==> config.mk <==
export PLATFORM = sky130hd
export DESIGN_NAME = apb_master_arbiter_flat
export DESIGN_NICKNAME = d
export VERILOG_FILES = /design/src/rtl/apb_master_arbiter_if.sv /design/src/rtl/apb_master_arbiter.sv /design/src/flat_wrapper.sv
export SDC_FILE = /design/constraint.sdc
export NUM_CORES = 1
export LEC_CHECK = 0
export CAP_MARGIN = 0
export CORE_MARGIN = 2
export CORE_UTILIZATION = 30
export CTS_CLUSTER_DIAMETER = 100
export DETAILED_ROUTE_END_ITERATION = 7
export MAX_ROUTING_LAYER = met4
export PLACE_DENSITY = 0.66
export SLEW_MARGIN = 20
export SYNTH_ARGS = -nofsm -noshare
export SYNTH_HDL_FRONTEND = slang
export SYNTH_SLANG_ARGS = --single-unit
==> constraint.sdc <==
create_clock -name PCLK -period 1.9 [get_ports PCLK]
set_clock_uncertainty 0.2 [all_clocks]
set_input_delay 0.57 -clock PCLK [delete_from_list [all_inputs] [get_ports PCLK]]
set_output_delay 0.57 -clock PCLK [all_outputs]
set_load 0.02 [all_outputs]
==> src/rtl/apb_master_arbiter_if.sv <==
// Requester command/response channels plus the APB master-side bus signals.
// The arbiter uses the master modport; requesters and the slave model use the slave modport.
interface apb_master_arbiter_if #(
    parameter int DATA_WIDTH = 32,
    parameter int ADDR_WIDTH = 2
);
    logic [1:0]              req_valid;
    logic [1:0]              req_ready;
    logic [1:0]              req_write;
    logic [2*ADDR_WIDTH-1:0] req_addr;
    logic [2*DATA_WIDTH-1:0] req_wdata;
    logic [1:0]              rsp_valid;
    logic [DATA_WIDTH-1:0]   rsp_rdata;
    logic                    rsp_err;
    logic                    PENABLE;
    logic                    PnR_W;
    logic [ADDR_WIDTH-1:0]   PADDR;
    logic [DATA_WIDTH-1:0]   PWDATA;
    logic                    PREADY;
    logic [DATA_WIDTH-1:0]   PRDATA;

    modport master (
        input  req_valid, req_write, req_addr, req_wdata, PREADY, PRDATA,
        output req_ready, rsp_valid, rsp_rdata, rsp_err, PENABLE, PnR_W, PADDR, PWDATA
    );

    modport slave (
        output req_valid, req_write, req_addr, req_wdata, PREADY, PRDATA,
        input  req_ready, rsp_valid, rsp_rdata, rsp_err, PENABLE, PnR_W, PADDR, PWDATA
    );
endinterface

==> src/rtl/apb_master_arbiter.sv <==
// Two-requester APB master: round-robin command accept, SETUP/ACCESS sequencing,
// PREADY wait with timeout abort, and per-requester response strobe.
module apb_master_arbiter #(
    parameter int DATA_WIDTH = 32,
    parameter int ADDR_WIDTH = 2,
    parameter int TIMEOUT    = 15
) (
    input  logic                 PCLK,
    input  logic                 PRESET,
    apb_master_arbiter_if.master bus
);
    localparam int CNT_W = $clog2(TIMEOUT + 1);
    localparam logic [CNT_W-1:0] CNT_LAST = CNT_W'(TIMEOUT - 1);
    localparam logic [CNT_W-1:0] CNT_MAX  = '1;

    typedef enum logic [1:0] {IDLE, SETUP, ACCESS, RESP} state_t;

    state_t                state, state_next;
    logic                  sel;
    logic                  grant;
    logic                  last_grant;
    logic [CNT_W-1:0]      cnt;
    logic [1:0]            req_ready_c;
    logic [1:0]            rsp_valid_c;
    logic                  penable_c;
    logic [ADDR_WIDTH-1:0] sel_addr;
    logic [DATA_WIDTH-1:0] sel_wdata;

    // A tie goes to whoever was not served last; a lone request simply wins.
    always_comb begin
        sel       = (bus.req_valid == 2'b11) ? ~last_grant : bus.req_valid[1];
        sel_addr  = sel ? bus.req_addr[2*ADDR_WIDTH-1:ADDR_WIDTH] : bus.req_addr[ADDR_WIDTH-1:0];
        sel_wdata = sel ? bus.req_wdata[2*DATA_WIDTH-1:DATA_WIDTH] : bus.req_wdata[DATA_WIDTH-1:0];
    end

    always_ff @(posedge PCLK) begin
        if (PRESET) begin
            state <= IDLE;
        end else begin
            state <= state_next;
        end
    end

    always_comb begin
        state_next  = state;
        req_ready_c = '0;
        rsp_valid_c = '0;
        penable_c   = 1'b0;
        case (state)
            IDLE: begin
                if (|bus.req_valid && !PRESET) begin
                    req_ready_c = sel ? 2'b10 : 2'b01;
                    state_next  = SETUP;
                end
            end
            SETUP: begin
                state_next = ACCESS;
            end
            ACCESS: begin
                penable_c = 1'b1;
                if (bus.PREADY || cnt == CNT_LAST) begin
                    state_next = RESP;
                end
            end
            RESP: begin
                rsp_valid_c = grant ? 2'b10 : 2'b01;
                state_next  = IDLE;
            end
            default: state_next = IDLE;
        endcase
    end

    assign bus.req_ready = req_ready_c;
    assign bus.rsp_valid = rsp_valid_c;
    assign bus.PENABLE   = penable_c;

    always_ff @(posedge PCLK) begin
        if (PRESET) begin
            grant         <= 1'b0;
            last_grant    <= 1'b1;
            cnt           <= '0;
            bus.PnR_W     <= 1'b0;
            bus.PADDR     <= '0;
            bus.PWDATA    <= '0;
            bus.rsp_rdata <= '0;
            bus.rsp_err   <= 1'b0;
        end else begin
            case (state)
                IDLE: begin
                    if (|bus.req_valid) begin
                        grant     <= sel;
                        bus.PADDR <= sel_addr;
                        bus.PnR_W <= bus.req_write[sel];
                        if (bus.req_write[sel]) begin
                            bus.PWDATA <= sel_wdata;
                        end
                    end
                end
                SETUP: begin
                    cnt <= '0;
                end
                ACCESS: begin
                    // PREADY is checked first so a late ready still beats the timeout.
                    if (bus.PREADY) begin
                        if (!bus.PnR_W) begin
                            bus.rsp_rdata <= bus.PRDATA;
                        end
                        bus.rsp_err <= 1'b0;
                    end else if (cnt == CNT_LAST) begin
                        bus.rsp_err   <= 1'b1;
                        bus.rsp_rdata <= '0;
                    end else if (cnt != CNT_MAX) begin
                        cnt <= cnt + CNT_W'(1);
                    end
                end
                RESP: begin
                    last_grant <= grant;
                end
                default: ;
            endcase
        end
    end
endmodule
==> src/flat_wrapper.sv <==
// flat-port wrapper written by rule: the top's interface ports become plain ports
module apb_master_arbiter_flat 
#(
    parameter int DATA_WIDTH = 32,
    parameter int ADDR_WIDTH = 2,
    parameter int TIMEOUT    = 15
)
  (PCLK, PRESET, bus_req_valid, bus_req_write, bus_req_addr, bus_req_wdata, bus_PREADY, bus_PRDATA, bus_req_ready, bus_rsp_valid, bus_rsp_rdata, bus_rsp_err, bus_PENABLE, bus_PnR_W, bus_PADDR, bus_PWDATA);
  apb_master_arbiter_if #(.DATA_WIDTH(DATA_WIDTH), .ADDR_WIDTH(ADDR_WIDTH)) bus_i ();
  input  logic PCLK;
  input  logic PRESET;
  input wire logic [$bits(bus_i.req_valid)-1:0] bus_req_valid;
  input wire logic [$bits(bus_i.req_write)-1:0] bus_req_write;
  input wire logic [$bits(bus_i.req_addr)-1:0] bus_req_addr;
  input wire logic [$bits(bus_i.req_wdata)-1:0] bus_req_wdata;
  input wire logic [$bits(bus_i.PREADY)-1:0] bus_PREADY;
  input wire logic [$bits(bus_i.PRDATA)-1:0] bus_PRDATA;
  output wire logic [$bits(bus_i.req_ready)-1:0] bus_req_ready;
  output wire logic [$bits(bus_i.rsp_valid)-1:0] bus_rsp_valid;
  output wire logic [$bits(bus_i.rsp_rdata)-1:0] bus_rsp_rdata;
  output wire logic [$bits(bus_i.rsp_err)-1:0] bus_rsp_err;
  output wire logic [$bits(bus_i.PENABLE)-1:0] bus_PENABLE;
  output wire logic [$bits(bus_i.PnR_W)-1:0] bus_PnR_W;
  output wire logic [$bits(bus_i.PADDR)-1:0] bus_PADDR;
  output wire logic [$bits(bus_i.PWDATA)-1:0] bus_PWDATA;
  assign bus_i.req_valid = bus_req_valid;
  assign bus_i.req_write = bus_req_write;
  assign bus_i.req_addr = bus_req_addr;
  assign bus_i.req_wdata = bus_req_wdata;
  assign bus_i.PREADY = bus_PREADY;
  assign bus_i.PRDATA = bus_PRDATA;
  assign bus_req_ready = bus_i.req_ready;
  assign bus_rsp_valid = bus_i.rsp_valid;
  assign bus_rsp_rdata = bus_i.rsp_rdata;
  assign bus_rsp_err = bus_i.rsp_err;
  assign bus_PENABLE = bus_i.PENABLE;
  assign bus_PnR_W = bus_i.PnR_W;
  assign bus_PADDR = bus_i.PADDR;
  assign bus_PWDATA = bus_i.PWDATA;
  apb_master_arbiter #(.DATA_WIDTH(DATA_WIDTH), .ADDR_WIDTH(ADDR_WIDTH), .TIMEOUT(TIMEOUT)) u_core (.PCLK(PCLK), .PRESET(PRESET), .bus(bus_i));
endmodule
==> qor.yml <==
dp.cells: 649
grt_pass1_vias: 3325
crit_fanout: 5
finalMaxSlewViolations: 0
synth_cells: 336
antenna_found_initial: 0
min_path_type: "flip-flop to flip-flop"
rsz0062_at_grt: "true"
cts_buffers: 9
overflow: 0
drc_errors: 0
setup-tns-final_ps: -339
clock_latency_ps: 320
initial_core_util_pct: 31.1
max_freq_ghz: 0.500
vias_per_cell: 4.93
r2r_start: "u_core.state[1]"
nNetsFinal: 648
relSlewSlack_pct: 45.6
status: "finished with violations"
synth_edf_count: 0
place_congestion: 0.799
grt_usage_pct: 17.6
critPathSlowestCell: "dfxtp_2"
die_w_um: 110
crit_start: "u_core.state[1]"
whs_ps: 279
vias: 3347
maxCapViolCount: 0
slowest_delay_ps: 330
port_buffers: 179
layout.cells.non_filler: 679
synthTopCellsByArea: "dfxtp_1 45%, a211oi_2 11%, mux2i_1 10%"
synth-main-ff-cell: "dfxtp_1"
grt_pass1_wl_um: 17100
fin_ws_ps: -99.2
path_cells: "inv_2, ha_4, nor4b_4, buf_4"
coreArea_um2: 10900
finalSetupViolations: 5
io_pins: 180
yosys.area.top_type_share_pct: 44.7
grt_start_max_net_pins: 64
fin_crit_sh_pct: 105
finalHoldViolations: 0
ctsHoldBuffers: 0
cts.sinks: 76
worstPathRequired_ps: 1130
endpoint_kind: "output pin"
clockRootBuffer: "clkbuf_16"
syn_area_um2: 3400
p_per_area_nw_per_um2: 1130
ir_drop_v: 0.000530
syn2layout_area_growth_pct: 78.3
detailedRoute.firstIterationViolations: 126
fin_crit_ps: 2000
timing.critical_path.buf_inv: 2
ys_types: 40
ys_seq_area_share_pct: 44.7
die_y_um: 110
placed_area_um2: 5480
dp_hpwl_um: 7700
final_core_util_pct: 55.5
fin_area_um2: 6070
wl_um: 11600
worstMarginPinSlew_ps: 816
worst_ep_arrival_time_ps: 1230
wire_per_inst_um: 17.1
clk_path_buf_depth: 2
drtPass1Iterations: 4
synth.avg_cell_area_um2: 10.1
rows: 38
dieArea_um2: 12200
ant_nets: 0
ys_seq_elements: 76
synth_largest_area_cell: "dfxtp_1"
leakage_nw: 2.55
cts-htree-levels: 3
syn-num-nets: 450
antenna_cells: 0
failed_checks: "negative setup slack"
yosysWarnings: 0
drive_gt1_share_pct: 24.7
min_from: "u_core.bus.rsp_err"
cts.clk_slew.worst_paths_ps: 60
async_reset_ff_share_pct: 0
crit_family: "flip-flops"
nFillCells: 992
cp-start-kind: "flip-flop"
cts_tree: "built"
crit_type: "flip-flop to output pin"
what timing repair did:
item,in CTS,in global routing
setup endpoints to repair,109,72
resized for setup,123,36
buffers inserted,3,6
pin swaps,4,8
cloned,1,5
area by class of cell:
class	instances	area (µm²)	area share [%]
well taps	140	175	2.89
repair buffers	220	2210	36.4
flip-flops and latches	76	1530	25.2
clock buffers	11	243	4.00
inverters	6	25.0	0.413
multi-input cells	221	1860	30.7
clock inverters	5	27.5	0.454
power by group:
part | leakage, nW | switching, W | internal [W]
Combinational | 1.79 | 0.00169 | 0.00155
Sequential | 0.621 | 0.000164 | 0.00190
Clock | 0.135 | 0.000650 | 0.000911
layer usage:
| metal | up-vias | GRT usage (%) | share of wire, % |
|---|---|---|---|
| li1 | 1637 | - | - |
| met1 | 1555 | 21.9 | 44 |
| met2 | 145 | 27.6 | 48 |
| met3 | 10 | 4.77 | 7.0 |
| met4 | 0 | 5.67 | 1.1 |
| met5 | - | - | 0 |
layout by cell type, fill, tap and decap left out, types with 6 or more instances in the layout:
cell / netlist / layout
clkdlybuf4s50_1: 0 / 102
buf_12: 0 / 6
dlygate4sd2_1: 0 / 68
a22oi_2: 0 / 16
nor2_1: 40 / 39
mux2i_1: 35 / 35
clkbuf_16: 0 / 13
dfxtp_1: 76 / 72
a21oi_1: 36 / 36
a211oi_2: 30 / 31
buf_6: 5 / 11
a22oi_1: 33 / 17
buf_4: 1 / 27
worst reg2reg max path, stage by stage (launching register included):
cell and delay (ps):
dfxtp_2 330, buf_6 120, buf_6 110, ha_4 160
buf_6 140, and2_4 170, buf_12 160, a22oi_2 210
nor2_1 50
path summary, 6_finish.rpt:
path | to | slack [ps] | cells past startpoint
setup / recovery | bus_req_ready[0] | -100 | 4
hold / removal | u_core.bus.rsp_err | 280 | 2
setup reg to reg | u_core.bus.rsp_rdata[14] | 100 | 8
hold reg to reg | u_core.bus.rsp_err | 280 | 2
Yosys cell counts, types with 2 or more instances:
master    instances
a211oi_1          2
a211oi_2         30
a21oi_1          36
a22oi_1          33
a31oi_1           2
and2_1            2
and4b_1           2
buf_2             9
buf_6             5
clkbuf_1         18
dfxtp_1          76
ha_1              7
inv_1             6
mux2_2            2
mux2i_1          35
nand2_1           2
nand2b_1          2
nand3_1           2
nor2_1           40
nor2b_1           2
nor3_1            3
o21ai_0           2
registers in the layout, summed over array words and instances, names as in the netlist:
| name | cells |
|---|---|
| u_core.bus.PWDATA | 32 |
| u_core.last_grant | 1 |
| u_core.bus.rsp_err | 1 |
| u_core.bus.rsp_rdata | 32 |
| u_core.grant | 1 |
| u_core.cnt | 4 |
| u_core.bus.PADDR | 2 |
| u_core.state | 2 |
| u_core.bus.PnR_W | 1 |
kinds of logic (layout without fill, tap and decap cells):
| kind of cell | Yosys count | after routing | synth area share, % |
|---|---|---|---|
| compound gates | 115 | 115 | 27.2 |
| flops | 76 | 76 | 44.7 |
| simple gates | 62 | 62 | 8.68 |
| buf+inv | 39 | 242 | 5.85 |
| mux | 37 | 37 | 11.0 |
| fa+ha+maj | 7 | 7 | 2.57 |
metrics by stage:
step	total power, W	setup slack [ps]
2_1_floorplan	0.00381	-190
3_3_place_gp	0.00504	-1040
3_5_place_dp	0.00511	-1090
4_1_cts	0.00666	-150
5_1_grt	0.00727	-188
6_report	0.00687	-99.2
(Power assumes the default switching activity.)
